**config.mk**
```make
export PLATFORM = sky130hd
export DESIGN_NAME = uart_tx_frame_gen_flat
export DESIGN_NICKNAME = d
export VERILOG_FILES = /design/src/rtl/uart_pkg.sv /design/src/rtl/uart_tx_frame_gen_if.sv /design/src/rtl/uart_baud_tick.sv /design/src/rtl/uart_tx_frame_gen.sv /design/src/flat_wrapper.sv
export SDC_FILE = /design/constraint.sdc
export NUM_CORES = 1
export LEC_CHECK = 0
export CORE_UTILIZATION = 48
export DETAILED_ROUTE_END_ITERATION = 16
export PLACE_DENSITY = 0.78
export SYNTH_ARGS = -nofsm -noshare
export SYNTH_HDL_FRONTEND = slang
export SYNTH_SLANG_ARGS = --single-unit
```
**constraint.sdc**
```tcl
create_clock -name in_UART_Clock -period 1.6 [get_ports in_UART_Clock]
set_input_delay 0.24 -clock in_UART_Clock [delete_from_list [all_inputs] [get_ports in_UART_Clock]]
set_output_delay 0.24 -clock in_UART_Clock [all_outputs]
set_load 0.05 [all_outputs]
```
**src/rtl/uart_pkg.sv**
```systemverilog
// Shared definitions for the parametrised UART transmitter: FSM states,
// parity-mode codes, parameter legality limits and the parity helper.
package uart_pkg;

    typedef enum logic [2:0] {
        ST_IDLE,
        ST_START,
        ST_DATA,
        ST_PARITY,
        ST_STOP
    } tx_state_e;

    localparam logic [1:0] PAR_NONE = 2'b00;
    localparam logic [1:0] PAR_EVEN = 2'b01;
    localparam logic [1:0] PAR_ODD  = 2'b10;

    localparam int unsigned DATA_BITS_MIN    = 5;
    localparam int unsigned DATA_BITS_MAX    = 9;
    localparam int unsigned STOP_BITS_MIN    = 1;
    localparam int unsigned STOP_BITS_MAX    = 2;
    localparam int unsigned CLKS_PER_BIT_MIN = 1;

    // Unused upper bits of data must be zero so they do not disturb the parity.
    function automatic logic parity_bit(input logic [8:0] data, input logic [1:0] mode);
        return (mode == PAR_ODD) ? ~^data : ^data;
    endfunction

endpackage

```
**src/rtl/uart_tx_frame_gen_if.sv**
```systemverilog
// Request/status bundle between a word source and the UART transmitter.
interface uart_tx_frame_gen_if #(
    parameter int unsigned DATA_BITS = 8
);
    logic                 in_Tx_En;
    logic [DATA_BITS-1:0] in_Tx_Data;
    logic [1:0]           in_Parity_Mode;
    logic                 out_Tx_Ready;
    logic                 out_Tx_Active;
    logic                 out_Tx_Serial;
    logic                 out_Tx_Done;

    modport master (
        output in_Tx_En, in_Tx_Data, in_Parity_Mode,
        input  out_Tx_Ready, out_Tx_Active, out_Tx_Serial, out_Tx_Done
    );

    modport slave (
        input  in_Tx_En, in_Tx_Data, in_Parity_Mode,
        output out_Tx_Ready, out_Tx_Active, out_Tx_Serial, out_Tx_Done
    );
endinterface

```
**src/rtl/uart_baud_tick.sv**
```systemverilog
// Bit-period counter: tick_o marks the last clock of each serial bit;
// held at zero while restart_i is high so a new frame starts on a clean period.
module uart_baud_tick #(
    parameter int unsigned CLKS_PER_BIT = 1
) (
    input  logic clk_i,
    input  logic rst_i,
    input  logic restart_i,
    output logic tick_o
);
    localparam int unsigned   CW   = (CLKS_PER_BIT > 1) ? $clog2(CLKS_PER_BIT) : 1;
    localparam logic [CW-1:0] LAST = CW'(CLKS_PER_BIT - 1);

    logic [CW-1:0] cnt_q;

    assign tick_o = (cnt_q == LAST);

    always_ff @(posedge clk_i) begin
        if (rst_i || restart_i || tick_o) begin
            cnt_q <= '0;
        end else begin
            cnt_q <= cnt_q + CW'(1);
        end
    end
endmodule

```
**src/rtl/uart_tx_frame_gen.sv**
```systemverilog
// Parametrised UART transmitter: start + DATA_BITS (LSB first) + optional parity + stop bits.
// Define UART_TX_PARITY_EN to build the parity stage; otherwise in_Parity_Mode is ignored.
module uart_tx_frame_gen
    import uart_pkg::*;
#(
    parameter int unsigned DATA_BITS    = 8,
    parameter int unsigned CLKS_PER_BIT = 1,
    parameter int unsigned STOP_BITS    = 1
) (
    input logic                in_UART_Clock,
    input logic                in_UART_Reset,
    uart_tx_frame_gen_if.slave tx
);
    localparam int unsigned   BW        = $clog2(DATA_BITS);
    localparam logic [BW-1:0] LAST_BIT  = BW'(DATA_BITS - 1);
    localparam logic          STOP_LAST = 1'(STOP_BITS - 1);

    generate
        if ((DATA_BITS < DATA_BITS_MIN) || (DATA_BITS > DATA_BITS_MAX) ||
            (STOP_BITS < STOP_BITS_MIN) || (STOP_BITS > STOP_BITS_MAX) ||
            (CLKS_PER_BIT < CLKS_PER_BIT_MIN)) begin : g_bad_params
            $error("uart_tx_frame_gen: illegal DATA_BITS/STOP_BITS/CLKS_PER_BIT");
        end
    endgenerate

    tx_state_e            state_q;
    logic [DATA_BITS-1:0] shreg_q;
    logic [BW-1:0]        bit_q;
    logic                 stop_q;
    logic                 serial_q;
    logic                 active_q;
    logic                 done_q;
    logic                 ready_q;
    logic                 bit_end;

`ifdef UART_TX_PARITY_EN
    logic par_en_q, par_val_q;
    logic par_en_d, par_val_d;
    assign par_en_d  = (tx.in_Parity_Mode == PAR_EVEN) || (tx.in_Parity_Mode == PAR_ODD);
    assign par_val_d = parity_bit(9'(tx.in_Tx_Data), tx.in_Parity_Mode);
`else
    logic unused_mode;
    assign unused_mode = ^tx.in_Parity_Mode;
`endif

    uart_baud_tick #(.CLKS_PER_BIT(CLKS_PER_BIT)) u_baud (
        .clk_i     (in_UART_Clock),
        .rst_i     (in_UART_Reset),
        .restart_i (state_q == ST_IDLE),
        .tick_o    (bit_end)
    );

    always_ff @(posedge in_UART_Clock) begin
        if (in_UART_Reset) begin
            state_q   <= ST_IDLE;
            shreg_q   <= '0;
            bit_q     <= '0;
            stop_q    <= 1'b0;
            serial_q  <= 1'b1;
            active_q  <= 1'b0;
            done_q    <= 1'b0;
            ready_q   <= 1'b1;
`ifdef UART_TX_PARITY_EN
            par_en_q  <= 1'b0;
            par_val_q <= 1'b0;
`endif
        end else begin
            done_q <= 1'b0;
            case (state_q)
                ST_IDLE: begin
                    serial_q <= 1'b1;
                    if (tx.in_Tx_En) begin
                        shreg_q   <= tx.in_Tx_Data;
                        bit_q     <= '0;
                        state_q   <= ST_START;
                        serial_q  <= 1'b0;
                        active_q  <= 1'b1;
                        ready_q   <= 1'b0;
`ifdef UART_TX_PARITY_EN
                        par_en_q  <= par_en_d;
                        par_val_q <= par_val_d;
`endif
                    end
                end
                // Serial output is loaded one bit ahead so it changes exactly on the bit boundary.
                ST_START: if (bit_end) begin
                    state_q  <= ST_DATA;
                    serial_q <= shreg_q[0];
                    shreg_q  <= shreg_q >> 1;
                end
                ST_DATA: if (bit_end) begin
                    if (bit_q == LAST_BIT) begin
                        stop_q <= 1'b0;
`ifdef UART_TX_PARITY_EN
                        if (par_en_q) begin
                            state_q  <= ST_PARITY;
                            serial_q <= par_val_q;
                        end else begin
                            state_q  <= ST_STOP;
                            serial_q <= 1'b1;
                        end
`else
                        state_q  <= ST_STOP;
                        serial_q <= 1'b1;
`endif
                    end else begin
                        bit_q    <= bit_q + 1'b1;
                        serial_q <= shreg_q[0];
                        shreg_q  <= shreg_q >> 1;
                    end
                end
`ifdef UART_TX_PARITY_EN
                ST_PARITY: if (bit_end) begin
                    state_q  <= ST_STOP;
                    serial_q <= 1'b1;
                    stop_q   <= 1'b0;
                end
`endif
                ST_STOP: if (bit_end) begin
                    if (stop_q == STOP_LAST) begin
                        state_q  <= ST_IDLE;
                        active_q <= 1'b0;
                        done_q   <= 1'b1;
                        ready_q  <= 1'b1;
                    end else begin
                        stop_q <= stop_q + 1'b1;
                    end
                end
                default: begin
                    state_q  <= ST_IDLE;
                    serial_q <= 1'b1;
                    active_q <= 1'b0;
                    ready_q  <= 1'b1;
                end
            endcase
        end
    end

    assign tx.out_Tx_Serial = serial_q;
    assign tx.out_Tx_Active = active_q;
    assign tx.out_Tx_Done   = done_q;
    assign tx.out_Tx_Ready  = ready_q;
endmodule
```
**src/flat_wrapper.sv**
```systemverilog
// flat-port wrapper written by rule: the top's interface ports become plain ports
module uart_tx_frame_gen_flat import uart_pkg::*;
#(
    parameter int unsigned DATA_BITS    = 8,
    parameter int unsigned CLKS_PER_BIT = 1,
    parameter int unsigned STOP_BITS    = 1
)
  (in_UART_Clock, in_UART_Reset, tx_in_Tx_En, tx_in_Tx_Data, tx_in_Parity_Mode, tx_out_Tx_Ready, tx_out_Tx_Active, tx_out_Tx_Serial, tx_out_Tx_Done);
  uart_tx_frame_gen_if #(.DATA_BITS(DATA_BITS)) tx_i ();
  input logic in_UART_Clock;
  input logic in_UART_Reset;
  input wire logic [$bits(tx_i.in_Tx_En)-1:0] tx_in_Tx_En;
  input wire logic [$bits(tx_i.in_Tx_Data)-1:0] tx_in_Tx_Data;
  input wire logic [$bits(tx_i.in_Parity_Mode)-1:0] tx_in_Parity_Mode;
  output wire logic [$bits(tx_i.out_Tx_Ready)-1:0] tx_out_Tx_Ready;
  output wire logic [$bits(tx_i.out_Tx_Active)-1:0] tx_out_Tx_Active;
  output wire logic [$bits(tx_i.out_Tx_Serial)-1:0] tx_out_Tx_Serial;
  output wire logic [$bits(tx_i.out_Tx_Done)-1:0] tx_out_Tx_Done;
  assign tx_i.in_Tx_En = tx_in_Tx_En;
  assign tx_i.in_Tx_Data = tx_in_Tx_Data;
  assign tx_i.in_Parity_Mode = tx_in_Parity_Mode;
  assign tx_out_Tx_Ready = tx_i.out_Tx_Ready;
  assign tx_out_Tx_Active = tx_i.out_Tx_Active;
  assign tx_out_Tx_Serial = tx_i.out_Tx_Serial;
  assign tx_out_Tx_Done = tx_i.out_Tx_Done;
  uart_tx_frame_gen #(.DATA_BITS(DATA_BITS), .CLKS_PER_BIT(CLKS_PER_BIT), .STOP_BITS(STOP_BITS)) u_core (.in_UART_Clock(in_UART_Clock), .in_UART_Reset(in_UART_Reset), .tx(tx_i));
endmodule
```
==> out/results.ini <==
[finish]
fill_cells=173
n_antenna_cell=0
nets=167
design_area_sq_um=1640
syn2layout_area_growth_pct=36.6
drive_gt1_frac=0.311

[floorplan]
initial_utilization=0.527
rows=17
die_height_microns=52.0
die-width_microns=52.0
core_area_sq_um=2280
die_area_sq_um=2700
ios=17

[power_and_ir_drop]
cellInternalPower_w=0.000814
peakVddDrop_mv=0.617
power_density_nw_per_um2=756
p_leak_nw=0.621
p_comb_frac=0.343
p_clk_frac=0.211
seq_power_share=0.446
p_switching_w=0.000423
swShare=0.342

[global_routing]
grt_max_degree=16
grtUsageTotal=0.256
antenna_found_initial=0
grt_first_pass_wirelength_microns=4980
grt_pass1_vias=1107
gr-total-overflow=0

[cts]
path_clk_slew_ns=0.12
htree_levels=1
numCtsBuffers=3
cts_sinks=19
clockBufferDepth=2
root_buffer=clkbuf_4
ctsHoldBuffers=0
cts_tree=yes
clk_latency_ns=0.31

[drt]
final_antenna_net_count=0
wire_per_inst_microns=17.4
num_vias=1115
drc=0
drt-initial-drc-count=25
via_per_inst=6.23
drt-pass1-iter-count=4
routed_wl_microns=3120

[yosys]
ys_types=39
syn_inst=124
synth_top_area_frac=0.317
synth_edf_count=0
ys_seq_elements=19
syn_nets=139
async_flop_share=0
ys.flop_type=dfxtp_1
synth_most_common_cell=dfxtp_1
ys_warn_count=0
avgSynthCellArea_sq_um=9.67
yosys-top-cells-area=dfxtp_1 32%, mux2i_1 9.2%, a2111oi_2 8.8%
yosysTopAreaCell=dfxtp_1
syn_area_sq_um=1200
synth-seq-area-share=0.317
synthTopCellsByCount=19 x dfxtp_1, 12 x nand2b_1, 11 x mux2i_1, 8 x nor4_1, 8 x o22ai_1

[timing]
fin_skew_ns=0.00112
max_slew_margin=0.624
fmax_ghz=0.596
worstMarginPinSlew_ns=0.559
worst_slack_ns=-0.0784
fin_crit_ns=1.68
grt_setup_unrepaired=true
finalHoldViolCount=0
finalMaxSlewViolations=0
finalSetupViolCount=7
finalSetupTns_ns=-0.506
fin_crit_sh=1.05

[worst_setup_path]
endpoint_kind=flop
crit_path_top_delay_cell=o311a_4
worstPathRequired_ns=1.82
max_stage_delay_ns=0.45
crit_top_cell=ha_4
cp_max_fo=9
worstPathCellList=ha_4 > ha_4 > nor3b_4 > buf_12 > o311a_4 > a2111oi_2
path_class=reg2reg
startpoint_type=flop
arrival_ns=1.90

[flow_run]
maxCapViolations=0

[hold_path]
worstHoldPathType=reg2reg

[place]
place_congestion=0.803
place_area_sq_um=1490
io_buffers=14
hpwl_microns=2120
dp_slack_ns=-0.258

[status]
violations=setup timing
status=finished with violations

[cell families after synthesis]
| group | after synthesis | synth area share |
|---|---|---|
| buffers and inverters | 15 | 0.0595 |
| and+or+nand+nor | 46 | 0.255 |
| adders and majority gates | 2 | 0.0209 |
| xor gates and xnor gates | 1 | 0.0230 |
| other | 1 | 0.00313 |
| muxes | 11 | 0.0919 |
| DFF | 19 | 0.317 |
| AOI/OAI and AO/OA | 29 | 0.230 |
[path summary, 6_finish.rpt]
| kind | cells after the start | start | slack (ns) | endpoint |
|---|---|---|---|---|
| max reg2reg | 6 | u_core.bit_q[0]$_SDFFE_PP0P_ | -0.08 | u_core.shreg_q[0]$_SDFFE_PP0P_ |
| min | 2 | u_core.bit_q[1]$_SDFFE_PP0P_ | 0.51 | u_core.bit_q[1]$_SDFFE_PP0P_ |
| min reg2reg | 2 | u_core.bit_q[1]$_SDFFE_PP0P_ | 0.51 | u_core.bit_q[1]$_SDFFE_PP0P_ |
| max | 6 | u_core.bit_q[0]$_SDFFE_PP0P_ | -0.08 | u_core.shreg_q[0]$_SDFFE_PP0P_ |
[worst max-delay path: cells and delay by family, from the launching register on]
family,cells,cell delay [ns]
compound gates,2,0.75
simple gates,1,0.05
fa+ha+maj,2,0.27
buf+inv,1,0.14
flops,1,0.37
[cell type report]
cell class	count	area [sq um]	share of cell area
Multi-Input combinational cell	90	853	0.521
Inverter	4	15.0	0.00917
Timing Repair Buffer	34	322	0.196
Clock buffer	3	22.5	0.0138
Sequential cell	19	385	0.235
Tap cell	28	35.0	0.0214
Clock inverter	1	5.00	0.00306
[layout by cell type, fill, tap and decap left out, drive strengths merged, types with 2 or more instances in the layout]
| cell | n |
|---|---|
| nor4b | 2 |
| nor4bb | 4 |
| nor2b | 2 |
| o21ai | 2 |
| clkdlybuf4s50 | 10 |
| dfxtp | 19 |
| clkinv | 2 |
| nand2b | 12 |
| nand2 | 6 |
| a2111oi | 7 |
| o22ai | 8 |
| nor4 | 8 |
| mux2i | 11 |
| nor3b | 4 |
| nor2 | 2 |
| clkbuf | 3 |
| buf | 24 |
| ha | 2 |
| inv | 3 |
| nor3 | 4 |
[sequential cells by signal (all words and copies together), names as in the netlist]
signal,cells
u_core.tx.out_Tx_Serial,1
u_core.shreg_q,8
u_core.state_q,3
u_core.u_baud.cnt_q,1
u_core.bit_q,3
u_core.tx.out_Tx_Active,1
u_core.tx.out_Tx_Done,1
u_core.tx.out_Tx_Ready,1
[routing by layer]
layer | GRT usage | vias to the layer above | routed length (microns)
met1 | 0.310 | 535 | 1270
met4 | 0.104 | 0 | 52
met3 | 0.0409 | 6 | 133
met5 | 0 | - | 0
li1 | - | 534 | -
met2 | 0.444 | 40 | 1660
[what timing repair did]
action / CTS / global route
gates resized for setup: 11 / 6
gates cloned: 0 / 0
buffers inserted: 2 / 2
pin swaps: 6 / 7
setup endpoints to repair: 8 / 11
[power by group through the flow]
stage	clock [W]	sequential [W]	combinational (W)
after global placement	0	0.000555	0.000355
after global routing	0.000282	0.000556	0.000451
after CTS	0.000262	0.000549	0.000407
after floorplan	0	0.000578	0.000228
after detailed placement	0	0.000559	0.000370
final	0.000261	0.000552	0.000425
[per-stage QoR]
| step | std cells | util | power [W] | hold WS (ns) |
|---|---|---|---|---|
| finish | 179 | 0.720 | 0.00124 | 0.508 |
| global route | 179 | 0.720 | 0.00129 | 0.526 |
| CTS | 177 | 0.697 | 0.00122 | 0.509 |
| detailed placement | 174 | 0.654 | 0.000929 | 0.462 |
| global placement | 174 | 0.654 | 0.000910 | 0.450 |
| floorplan | 124 | - | 0.000806 | 0.442 |
No activity file was read; power rests on OpenSTA's default activity.
